File: src/rtl/unique_case_mux.sv
// Registered 4:1 selector with a unique-case decode, per-source saturating
// capture counters and a select-change strobe for debug visibility.
module unique_case_mux #(
    parameter int unsigned DATA_W = 1,
    parameter int unsigned CNT_W  = 8
) (
    input  logic              clk_in,
    input  logic              rst_n_in,
    input  logic [DATA_W-1:0] a_in,
    input  logic [DATA_W-1:0] b_in,
    input  logic [DATA_W-1:0] c_in,
    input  logic [DATA_W-1:0] d_in,
    input  logic [1:0]        sel_in,
    input  logic              en_in,
    input  logic              cnt_clr_in,
    output logic [DATA_W-1:0] y_out,
    output logic [1:0]        sel_q_out,
    output logic              sel_chg_out,
    output logic [CNT_W-1:0]  cnt_a_out,
    output logic [CNT_W-1:0]  cnt_b_out,
    output logic [CNT_W-1:0]  cnt_c_out,
    output logic [CNT_W-1:0]  cnt_d_out
);

    localparam int unsigned NUM_SRC = 4;
    localparam logic [CNT_W-1:0] CNT_MAX = '1;

    logic [DATA_W-1:0] mux_c;
    logic [CNT_W-1:0]  cnt_q [NUM_SRC];

    // Source decode; all four select codes are covered
    always_comb begin
        mux_c = '0;
        unique case (sel_in)
            2'b00: mux_c = a_in;
            2'b01: mux_c = b_in;
            2'b10: mux_c = c_in;
            2'b11: mux_c = d_in;
        endcase
    end

    // Output, select history and strobe registers
    always_ff @(posedge clk_in or negedge rst_n_in) begin
        if (!rst_n_in) begin
            y_out       <= '0;
            sel_q_out   <= 2'b00;
            sel_chg_out <= 1'b0;
        end else begin
            sel_chg_out <= en_in && (sel_in != sel_q_out);
            if (en_in) begin
                y_out     <= mux_c;
                sel_q_out <= sel_in;
            end
        end
    end

    // Saturating per-source counters; clear wins over increment
    always_ff @(posedge clk_in or negedge rst_n_in) begin
        if (!rst_n_in) begin
            for (int i = 0; i < NUM_SRC; i++) cnt_q[i] <= '0;
        end else if (cnt_clr_in) begin
            for (int i = 0; i < NUM_SRC; i++) cnt_q[i] <= '0;
        end else if (en_in && (cnt_q[sel_in] != CNT_MAX)) begin
            cnt_q[sel_in] <= cnt_q[sel_in] + CNT_W'(1);
        end
    end

    assign cnt_a_out = cnt_q[0];
    assign cnt_b_out = cnt_q[1];
    assign cnt_c_out = cnt_q[2];
    assign cnt_d_out = cnt_q[3];

endmodule

File: config.mk
export PLATFORM = sky130hd
export DESIGN_NAME = unique_case_mux
export DESIGN_NICKNAME = d
export VERILOG_FILES = /design/src/rtl/unique_case_mux.sv
export SDC_FILE = /design/constraint.sdc
export NUM_CORES = 1
export LEC_CHECK = 0
export BUFFER_PORTS_ARGS = -buffer_cell sky130_fd_sc_hd__buf_2
export CAP_MARGIN = 20
export CORE_AREA = 4 4 84 86
export CTS_CLUSTER_SIZE = 8
export DETAILED_ROUTE_END_ITERATION = 6
export DIE_AREA = 0 0 88 90
export PLACE_DENSITY_LB_ADDON = 0.08
export SLEW_MARGIN = 0
export SYNTH_ARGS = -nofsm -noshare
export SYNTH_HDL_FRONTEND = slang
export SYNTH_SLANG_ARGS = --single-unit
File: constraint.sdc
create_clock -name clk_in -period 3.99 [get_ports clk_in]
set_clock_uncertainty 0.15 [all_clocks]
set_input_delay 0.5985 -clock clk_in [delete_from_list [all_inputs] [get_ports clk_in]]
set_output_delay 0.5985 -clock clk_in [all_outputs]
set_load 0.02 [all_outputs]
=== After elaboration in Yosys (flattened, before gate mapping) ===
Index checks and enable logic that the tools add are counted.

* Word-level logic and storage cells: 30
* Bits of input ports: 10
* Output and inout bits: 36
* Register bits after elaboration: 36

* Multiplexer cells: 9
* Equal/unequal tests: 5
* Bitwise operators: 1
* Magnitude comparators: 2
* Reduce and logical (&&, ||, !) cells: 5
* Add/subtract/negate cells: 1

{| class="wikitable"
|+ Operator list
! kind !! number
|-
| 2-to-1 mux 32 bit || 2
|-
| bitwise mux 32 bit || 1
|-
| 2-to-1 mux 8 bit || 3
|-
| binary-select mux 8 bit (select 2 bit) || 1
|-
| demux 8 bit (select 2 bit) || 1
|-
| adder 8 x 1 -> 8 bit, second input constant || 1
|-
| inequality test 8 bit, second input constant || 1
|-
| == test 2 bit, second input constant || 2
|-
| one-hot mux 1 bit (4 select lines) || 1
|-
| >= comparator 3 bit, second input constant || 1
|-
| logical AND 1 bit || 3
|-
| < comparator 3 x 1 -> 1 bit, second input constant || 1
|-
| inverter 2 -> 3 bit || 1
|-
| == test 2 x 1 -> 1 bit, second input constant || 1
|-
| zero test 2 bit || 1
|-
| inequality test 2 bit || 1
|-
| nonzero test 2 bit || 1
|}

=== Depth between registers and ports, before layout ===
Gate-level depths: netlist of the first run.

* Depth in word-level cells: 8
* Gate-level depth with buffers: 9
* Gate-level depth less buffers: 6

=== Least setup slack after synthesis of the first run ===
No wires, ideal clock.

* Path type: input to register
* Start point: input port sel_in[0]
* End point: register cnt_q, in the netlist cnt_c_out[3]
* Buffers on the path: 3
* Arrival: 2,583 ps
* Slack: 1,125 ps
* Stages on the path: 9
* Required time: 3,708 ps
* Setup time: 132 ps
* Path through: buf_6 buf_6 mux4_2 ha_1 and3_4 a211oi_4 buf_6 mux2i_1 nor2_1

* Longest elaborated chain between the ends: 8
* Elaborated cells on any way between the ends: 16
* Classes of those cells: add/sub (1); order compare (2); eq/ne (1); mux (8); bitwise (1); reduce/logical (3)

{| class="wikitable"
|+ Ends and longest elaborated chain
! what !! line !! source
|-
| start, declared || 13 || <nowiki>input logic [1:0] sel_in,</nowiki>
|-
| inverter 2 -> 3 bit (implied by the code) * || 63, 64 ||
|-
| binary-select mux 8 bit (select 2 bit) (tied with other cells) || 63, 64 ||
|-
| 2-to-1 mux 8 bit (implied by the code) or logical AND 1 bit (tied branches) || 63, 64 ||
|-
| 2-to-1 mux 8 bit, on equally long branches || 63, 64 ||
|-
| adder 8 x 1 -> 8 bit or demux 8 bit (select 2 bit) (tied branches) || 64 || <nowiki>cnt_q[sel_in] <= cnt_q[sel_in] + CNT_W'(1);</nowiki>
|-
| bitwise mux 32 bit || 64 ||
|-
| 2-to-1 mux 32 bit || 63 || <nowiki>end else if (en_in && (cnt_q[sel_in] != CNT_MAX)) begin</nowiki>
|-
| 2-to-1 mux 32 bit || 61 || <nowiki>end else if (cnt_clr_in) begin</nowiki>
|-
| end signal, assigned by index || 64 ||
|-
| end, declared || 29 || <nowiki>logic [CNT_W-1:0] cnt_q [NUM_SRC];</nowiki>
|}

Every way passes the cells marked *; elsewhere a longest branch is shown, timed or not. The select of a mux whose other input is x is not followed.
A chain may end at the register's enable or synchronous reset.

=== Worst setup path in the final report of the first run ===
* Start point: input port sel_in[0]
* End point: register cnt_q, in the netlist cnt_b_out[7]

Same word-level chain as after synthesis.

==> results of run 1 <==
power by group:
part | internal [mW] | switching (mW) | leakage, nW
logic | 0.0387 | 0.0678 | 0.477
clock network | 0.141 | 0.126 | 0.0455
registers | 0.378 | 0.00905 | 0.489
total | 0.557 | 0.203 | 1.01
flip-flops by register name, summed over array words and instances, names as in the netlist:
signal / count
sel_chg_out: 1
cnt_b_out: 8
cnt_c_out: 8
y_out: 1
cnt_a_out: 8
cnt_d_out: 8
sel_q_out: 2
critical path, cell delays in order:
cell and delay, ns:
buf_2 0.40, mux4_2 0.66, ha_1 0.30, and3_4 0.20
a21oi_2 0.41, buf_4 0.26, nor2_1 0.05, a211oi_1 0.23
layout by cell type (no fill, tap or decap), types with 2 or more instances in the layout:
master    synthesis  routed
mux2_2            2       2
buf_4             3       3
clkbuf_8          0       6
mux4_2            9       9
nor2_1           34      34
xor2_1            3       3
mux2i_1          16      16
a211oi_2          2       2
a211oi_1         14      14
xnor2_1           5       5
dfrtp_1          36      36
a21oi_2           3       3
buf_2             2      45
nand3_1           4       4
clkbuf_1          3       2
nand2_1           3       3
per-layer routing:
metal  vias up  share of wire, %  track usage [%]  wire length (µm)
li1        636                 -                -                 -
met1       668                45             17.5              2130
met2        36                48             20.2              2280
met3         5               5.4             3.56               257
met4         0               1.2             3.58                57
met5         -                 0                0                 0
worst max-delay path by stage:
stage              start           end  cells after the start
5_1_grt        sel_in[0]  cnt_c_out[2]                      7
2_1_floorplan  sel_in[0]  cnt_c_out[3]                      9
3_3_place_gp   sel_in[0]  cnt_c_out[4]                      7
3_5_place_dp   sel_in[0]  cnt_c_out[1]                      7
6_report       sel_in[0]  cnt_b_out[7]                      8
4_1_cts        sel_in[0]  cnt_b_out[7]                      8
cells by family (layout without fill, tap and decap cells):
group                    after synthesis  count (layout)  share of synthesized area, %
AO/OA/AOI/OAI                         22              22                          10.3
flip-flops                            36              36                          48.9
adder cells (fa/ha/maj)                1               1                         0.680
multiplexers                          27              27                          20.9
XOR/XNOR                               8               8                          3.81
buffers and inverters                 12              57                          4.42
AND/OR/NAND/NOR                       46              46                          10.9
cell type report:
class                      instances  area [µm²]
multi-input combinational        104         858
sequential                        36         901
timing repair buffer              48         248
tap                               77        96.3
fill                             649        4080
inverter                           1        3.75
clock buffer                       8        90.1
metrics by stage:
| stage | power [mW] | hold slack (ns) | instance area (µm²) | setup WS, ns |
|---|---|---|---|---|
| 6_report | 0.761 | 0.268 | 2200 | 0.895 |
| 5_1_grt | 0.800 | 0.327 | 2200 | 0.667 |
| 4_1_cts | 0.777 | 0.294 | 2200 | 0.882 |
| 3_5_place_dp | 0.504 | 0.351 | 2110 | 0.574 |
| 3_3_place_gp | 0.500 | 0.335 | 2110 | 0.628 |
| 2_1_floorplan | 0.465 | 0.153 | 1840 | 1.12 |
Yosys cell counts (all sizes together):
| cell | instances | area share [%] |
|---|---|---|
| dfrtp | 36 | 49 |
| nor2 | 34 | 6.9 |
| a211oi | 17 | 8.2 |
| mux2i | 16 | 8.7 |
| mux4 | 9 | 11 |
| buf | 8 | 3.6 |
| xnor2 | 5 | 2.4 |
| nand3 | 4 | 1.1 |
| a21oi | 3 | 1.4 |
| clkbuf | 3 | 0.61 |
| nand2 | 3 | 0.61 |
| xor2 | 3 | 1.4 |
| and3 | 2 | 0.95 |
| mux2 | 2 | 1.2 |
| a21boi | 1 | 0.41 |
| and4 | 1 | 0.61 |
| ha | 1 | 0.68 |
| inv | 1 | 0.20 |
| nand3b | 1 | 0.41 |
| nand4 | 1 | 0.34 |
| o21ai | 1 | 0.27 |
==> results.py, run 1 <==
metrics = {
    "route": {
        "drt-vias-per-instance": 4.91,
        "detail_route.iter0.violations": 38,
        "wirelength_um": 4720,
        "final_antenna_net_count": 0,
        "drt-pass1-iter-count": 4,
        "drc": 0,
        "wl_per_cell_um": 17.2,
        "num_vias": 1345,
    },
    "timing": {
        "setup_viol": 0,
        "final.min_clock_period_ns": 3.10,
        "relSlewSlack_pct": 43.5,
        "rsz0062_at_grt": "no",
        "tightest_slew_ns": 0.848,
        "finalCritPeriodShare_pct": 77.6,
        "final_hold_viol_count": 0,
        "fmax_mhz": 323,
        "tns_ns": 0,
        "report.final.slew_viol_count": 0,
    },
    "placement": {
        "portBuffers": 45,
        "place_hpwl_um": 3360,
        "dp.cells": 266,
        "gp_congestion": 0.718,
    },
    "global_route": {
        "grt_pass1_vias": 1475,
        "grt_usage_pct": 12.9,
        "antenna_found_initial": 0,
        "grt-ovfl-total": 0,
        "grt_start_max_net_pins": 37,
        "grt_pass1_wl_um": 7880,
    },
    "critical_path": {
        "ff2ff_setup_slack_ns": 1.32,
        "start_kind": "primary input",
        "crit_required_ns": 4.02,
        "cp-end-kind": "register",
        "cp_max_fo": 15,
        "reg2reg_depth": 7,
        "reg2reg_from": "cnt_d_out[0]",
        "path_class": "primary input to register",
        "critPathArrivalTime_ns": 3.13,
        "reg2reg_to": "cnt_b_out[7]",
    },
    "synth": {
        "yosysWarnings": 0,
        "avgSynthCellArea_um2": 12.1,
        "ys_ff_latch": 36,
        "ys_seq_area_share_pct": 48.9,
        "syn-num-nets": 163,
        "netlist_area_mm2": 0.00184,
        "syn-instance-count": 152,
        "yosys.cell_types.count": 26,
    },
    "cts": {
        "postCtsSetupBuffers": 0,
        "post_cts_resized": 0,
        "cts_tree": "built",
        "ctsRootBufferMaster": "clkbuf_8",
        "htreeDepth": 2,
        "worstSkewPairLatency_ns": 0.29,
        "ctsHoldBuffers": 0,
        "clk_path_buf_depth": 2,
        "clock-sinks": 36,
        "path_clk_slew_ns": 0.07,
        "cts-buffers-inserted": 5,
    },
    "final_layout": {
        "layout-drive-gt1-share_pct": 37.1,
        "syn2layout_area_growth_pct": 19.4,
        "fin_nets": 207,
        "insertedDiodeCount": 0,
        "layout.cells.non_filler": 274,
        "fin_util_pct": 35.0,
    },
    "floorplan": {
        "num_rows": 29,
        "die_w_um": 88,
        "core_area_mm2": 0.00628,
        "die_h_um": 90,
        "die_area_mm2": 0.00792,
        "initial_utilization_pct": 29.3,
        "io_pins": 46,
    },
    "status": {
        "status": "complete, no violations",
    },
    "power_and_ir_drop": {
        "power_density_mw_per_mm2": 346,
        "ir_worst_vdd_mv": 0.131,
        "power_leakage_nw": 1.01,
    },
    "run": {
        "cap_violations": 0,
    },
    "min_path": {
        "hold_path.class": "primary input to asynchronous set/reset pin",
    },
}
Note: power is estimated with default switching activity, not from simulation.
==> run 2, diff against run 1 <==
- clock period: 3.99 -> 3.1 ns (I/O delays scaled with it)
==> run 2 against run 1 <==
  * Clock power grew 31%
  * Critical path depth is the same
  * Largest power group unchanged
  * Critical path type unchanged
  * Setup slack lost 0.37 ns
  * First-iteration DRC count grew 24%
  * Power grew 30%
==> results.py, run 2 (synthesis results as in run 1) <==
metrics = {
    "timing": {
        "finalCritPeriodShare_pct": 83.0,
        "holdWs_ns": 0.117,
        "setup_ws_ns": 0.528,
        "final_hold_viol_count": 0,
        "fmax_mhz": 389,
        "relSlewSlack_pct": 43.7,
        "tightest_slew_ns": 0.844,
        "final.min_clock_period_ns": 2.57,
        "tns_ns": 0,
        "rsz0062_at_grt": "no",
        "setup_viol": 0,
        "report.final.slew_viol_count": 0,
    },
    "cts": {
        "cts-buffers-inserted": 5,
        "post_cts_resized": 0,
        "htreeDepth": 2,
        "clock-sinks": 36,
        "path_clk_slew_ns": 0.08,
        "postCtsSetupBuffers": 0,
        "clk_path_buf_depth": 2,
        "ctsHoldBuffers": 0,
        "worstSkewPairLatency_ns": 0.29,
        "cts_tree": "built",
        "ctsRootBufferMaster": "clkbuf_8",
    },
    "final_layout": {
        "syn2layout_area_growth_pct": 22.2,
        "mostFrequentLayoutCell": "buf_2",
        "insertedDiodeCount": 0,
        "fill_cells": 646,
        "fin_util_pct": 35.8,
        "layout-drive-gt1-share_pct": 39.2,
        "fin_nets": 214,
        "final_cell_mix": "45 x buf_2, 36 x dfrtp_1, 34 x nor2_1",
    },
    "power_and_ir_drop": {
        "power_leakage_nw": 1.05,
        "power_density_mw_per_mm2": 439,
        "ir_worst_vdd_mv": 0.165,
        "totalPowerFinal_uw": 988,
    },
    "route": {
        "drc": 0,
        "final_antenna_net_count": 0,
        "drt-vias-per-instance": 4.93,
        "num_vias": 1385,
        "drt-pass1-iter-count": 4,
        "wirelength_um": 4760,
        "wl_per_cell_um": 17.0,
        "detail_route.iter0.violations": 47,
    },
    "floorplan": {
        "num_rows": 29,
        "die_area_mm2": 0.00792,
        "initial_utilization_pct": 29.3,
        "die_h_um": 90,
        "io_pins": 46,
        "core_area_mm2": 0.00628,
        "die_w_um": 88,
    },
    "critical_path": {
        "critPathArrivalTime_ns": 2.56,
        "cp_max_fo": 9,
        "cp-end-kind": "register",
        "crit_required_ns": 3.09,
        "startpoint": "sel_in[0]",
        "start_kind": "primary input",
        "reg2reg_from": "cnt_d_out[0]",
        "reg2reg_depth": 7,
        "path_class": "primary input to register",
    },
    "run": {
        "cap_violations": 0,
    },
    "min_path": {
        "hold_path.class": "primary input to asynchronous set/reset pin",
    },
    "global_route": {
        "grt_usage_pct": 13.3,
        "grt-ovfl-total": 0,
        "grt_start_max_net_pins": 37,
        "grt_pass1_wl_um": 8140,
        "antenna_found_initial": 0,
        "grt_pass1_vias": 1515,
    },
    "status": {
        "status": "complete, no violations",
    },
    "placement": {
        "gp_congestion": 0.707,
        "portBuffers": 45,
        "place_ws_ns": 0.223,
        "place_hpwl_um": 3590,
    },
}
## run 2: changes by cell type in the layout (fill, tap and decap cells not counted)
cell	previous run	this run
buf_4	3	10
## run 2: cell type report
| type | count | area [µm²] | area share [%] |
|---|---|---|---|
| inverter | 1 | 3.75 | 0.167 |
| tap | 77 | 96.3 | 4.28 |
| clock buffer | 8 | 90.1 | 4.00 |
| timing repair buffer | 55 | 300 | 13.3 |
| multi-input combinational | 104 | 858 | 38.2 |
| sequential | 36 | 901 | 40.0 |
## run 2: worst max-delay path, cell delays in order
cell	delay [ns]
buf_2	0.24
mux4_2	0.63
ha_1	0.30
and3_4	0.20
a211oi_4	0.26
buf_4	0.21
mux2i_1	0.19
nor2_1	0.06
## run 2: final timing paths
kind | to | slack [ns]
setup reg to reg | cnt_c_out[1] | 0.61
min in group clk_in | sel_q_out[1] | 0.33
max in group asynchronous | cnt_d_out[2] | 2.13
hold reg to reg | y_out | 0.36
hold / removal | y_out | 0.12
setup / recovery | cnt_c_out[1] | 0.53
## run 2: metrics by stage
stage | area (µm²) | instances
global route | 2250 | 281
global placement | 2160 | 273
detailed placement | 2160 | 273
floorplan | 1840 | 152
finish | 2250 | 281
CTS | 2250 | 281
## run 2: power by group
group | internal (mW) | total, mW | switching (mW)
Sequential | 0.486 | 0.497 | 0.0112
Combinational | 0.0544 | 0.142 | 0.0879
Clock | 0.181 | 0.349 | 0.167
Total | 0.722 | 0.988 | 0.266
## run 2: layer usage
metal	global-route usage [%]	part of all wire, %	vias up
met3	3.84	7.2	11
li1	-	-	644
met4	4.99	2.0	0
met2	21.3	48	46
met1	16.9	43	684
met5	0	0	-
==> run 3, diff against run 2 <==
- ABC_AREA: not set -> 1
- CORE_AREA: 4 4 84 86 -> 4 4 88 90
- DIE_AREA: 0 0 88 90 -> 0 0 92 94
- clock period: 3.1 -> 2.3 ns (I/O delays scaled with it)
==> run 3 against run 2 <==
  * Combinational power rose by 14%
  * Via count rose by 45%
  * Sequential power rose by 32%
  * Critical path type unchanged
  * Critical endpoint is now cnt_c_out[7]
  * Largest cell class is now multi-input combinational cells
==> results.py, run 3 <==
metrics = {
    "route": {
        "wirelength_um": 6530,
        "final_antenna_net_count": 0,
        "detail_route.iter0.violations": 98,
        "wl_per_cell_um": 14.3,
        "num_vias": 2013,
        "drt-vias-per-instance": 4.40,
        "drt-pass1-iter-count": 4,
        "drc": 0,
    },
    "placement": {
        "portBuffers": 45,
        "place_hpwl_um": 4690,
        "place_ws_ns": 0.0421,
        "dp.cells": 450,
        "gp_congestion": 0.858,
    },
    "cts": {
        "worstSkewPairLatency_ns": 0.29,
        "clock-sinks": 36,
        "clk_path_buf_depth": 2,
        "path_clk_slew_ns": 0.07,
        "postCtsSetupBuffers": 0,
        "cts_tree": "built",
        "post_cts_resized": 0,
        "ctsHoldBuffers": 0,
        "htreeDepth": 2,
        "ctsRootBufferMaster": "clkbuf_8",
        "cts-buffers-inserted": 5,
    },
    "timing": {
        "tightest_slew_ns": 0.848,
        "finalCritPeriodShare_pct": 84.9,
        "fmax_mhz": 512,
        "rsz0062_at_grt": "no",
        "relSlewSlack_pct": 43.5,
        "setup_ws_ns": 0.347,
        "holdWs_ns": 0.0107,
        "final_hold_viol_count": 0,
        "report.final.slew_viol_count": 0,
        "setup_viol": 0,
        "final.min_clock_period_ns": 1.95,
        "tns_ns": 0,
    },
    "final_layout": {
        "insertedDiodeCount": 0,
        "syn2layout_area_growth_pct": 25.9,
        "mostFrequentLayoutCell": "nand2_1",
        "layout.cells.non_filler": 458,
        "multi_input_area_mm2": 0.00103,
        "fin_nets": 369,
        "layout-drive-gt1-share_pct": 24.5,
        "fill_cells": 814,
        "regArea_um2": 901,
        "final_cell_mix": "153 x nand2_1, 45 x buf_2, 36 x dfrtp_1",
    },
    "power_and_ir_drop": {
        "power_leakage_nw": 1.54,
        "ir_worst_vdd_mv": 0.175,
        "power_density_mw_per_mm2": 499,
    },
    "critical_path": {
        "cp-end-kind": "register",
        "crit_required_ns": 2.33,
        "start_kind": "primary input",
        "critPathArrivalTime_ns": 1.98,
        "cp_max_fo": 12,
        "path_class": "primary input to register",
    },
    "global_route": {
        "grt_start_max_net_pins": 37,
        "grt_pass1_vias": 1975,
        "grt-ovfl-total": 0,
        "grt_usage_pct": 15.7,
        "antenna_found_initial": 0,
        "grt_pass1_wl_um": 10300,
    },
    "synth": {
        "avgSynthCellArea_um2": 6.92,
        "yosysMostFrequentCell": "nand2_1",
        "yosys.area.top_type": "dfrtp_1",
        "netlist_area_mm2": 0.00206,
        "ys_seq_area_share_pct": 43.8,
        "syn-instance-count": 297,
        "synth_edf_count": 0,
        "netlist_top_cells_area": "dfrtp_1 44%, nand2_1 28%, nand3_1 8.3%",
        "synth_top_area_share_pct": 43.8,
        "yosys.cell_types.count": 23,
        "ys_ff_latch": 36,
        "ys_top_cells_by_count": "153 x nand2_1, 36 x dfrtp_1, 34 x nand3_1",
        "yosysWarnings": 0,
        "synthFlopType": "dfrtp_1",
        "ys_async_sr_fraction_pct": 100,
        "syn-num-nets": 308,
    },
    "floorplan": {
        "die_w_um": 92,
        "initial_utilization_pct": 29.1,
        "die_h_um": 94,
        "die_area_mm2": 0.00865,
        "io_pins": 46,
        "core_area_mm2": 0.00706,
        "num_rows": 31,
    },
    "min_path": {
        "hold_path.class": "primary input to asynchronous set/reset pin",
    },
    "status": {
        "status": "complete, no violations",
    },
    "run": {
        "cap_violations": 0,
    },
}
## run 3: layout make-up
cell class / instances / share of cell area, %
Multi-Input combinational cell: 233 / 39.9
Sequential cell: 36 / 34.8
Clock buffer: 8 / 3.48
Tap cell: 99 / 4.78
Timing Repair Buffer: 62 / 14.1
Inverter: 20 / 2.90
## run 3: worst paths after layout
path / from / end / slack (ns) / cells past startpoint
min in group clk_in: b_in / y_out / 0.25 / 4
min: rst_n_in / cnt_a_out[2] / 0.01 / 1
min reg2reg: y_out / y_out / 0.36 / 1
max in group asynchronous: rst_n_in / cnt_c_out[1] / 1.46 / 1
max reg2reg: cnt_b_out[0] / cnt_a_out[7] / 0.35 / 12
max: sel_in[0] / cnt_c_out[7] / 0.35 / 15
## run 3: worst max-delay path, stage by stage
cell     delay [ns]
buf_2          0.12
inv_2          0.21
buf_4          0.19
nand2_1        0.05
nand2_1        0.05
nand2_1        0.04
nand2_1        0.17
nand2_1        0.09
nor2_2         0.16
nand2_4        0.11
nand2_4        0.12
nor2_2         0.05
buf_4          0.14
nand2_1        0.07
nand2_1        0.06
## run 3: power by group
group	leakage, nW	switching [mW]	internal [mW]
logic	1.00	0.111	0.0507
clock network	0.0455	0.232	0.245
registers	0.492	0.00855	0.645
## run 3: cells by family (layout without fill, tap and decap cells)
| group | after synthesis | count (layout) | synth area share (%) |
|---|---|---|---|
| simple gates | 224 | 224 | 46.7 |
| flops | 36 | 36 | 43.8 |
| buf+inv | 28 | 90 | 5.90 |
| compound gates | 4 | 4 | 1.10 |
| xor+xnor | 3 | 3 | 1.28 |
| fa+ha+maj | 1 | 1 | 0.609 |
| mux | 1 | 1 | 0.548 |
## run 3: metal layers
layer / GRT usage (%) / routed length, µm / up-vias / part of all wire (%)
met1: 21.0 / 3160 / 912 / 48
met5: 0 / 0 / - / 0
met2: 25.3 / 2950 / 52 / 45
met3: 2.40 / 298 / 11 / 4.6
met4: 6.19 / 128 / 0 / 2.0
li1: - / - / 1038 / -
## run 3: metrics by stage
step                      util [%]  instance area, µm²  total power [mW]
final                         36.7                2590              1.29
after global routing          36.7                2590              1.35
after CTS                     36.7                2590              1.32
after detailed placement      35.4                2500             0.830
after global placement        35.4                2500             0.830
after floorplan                  -                2060             0.752
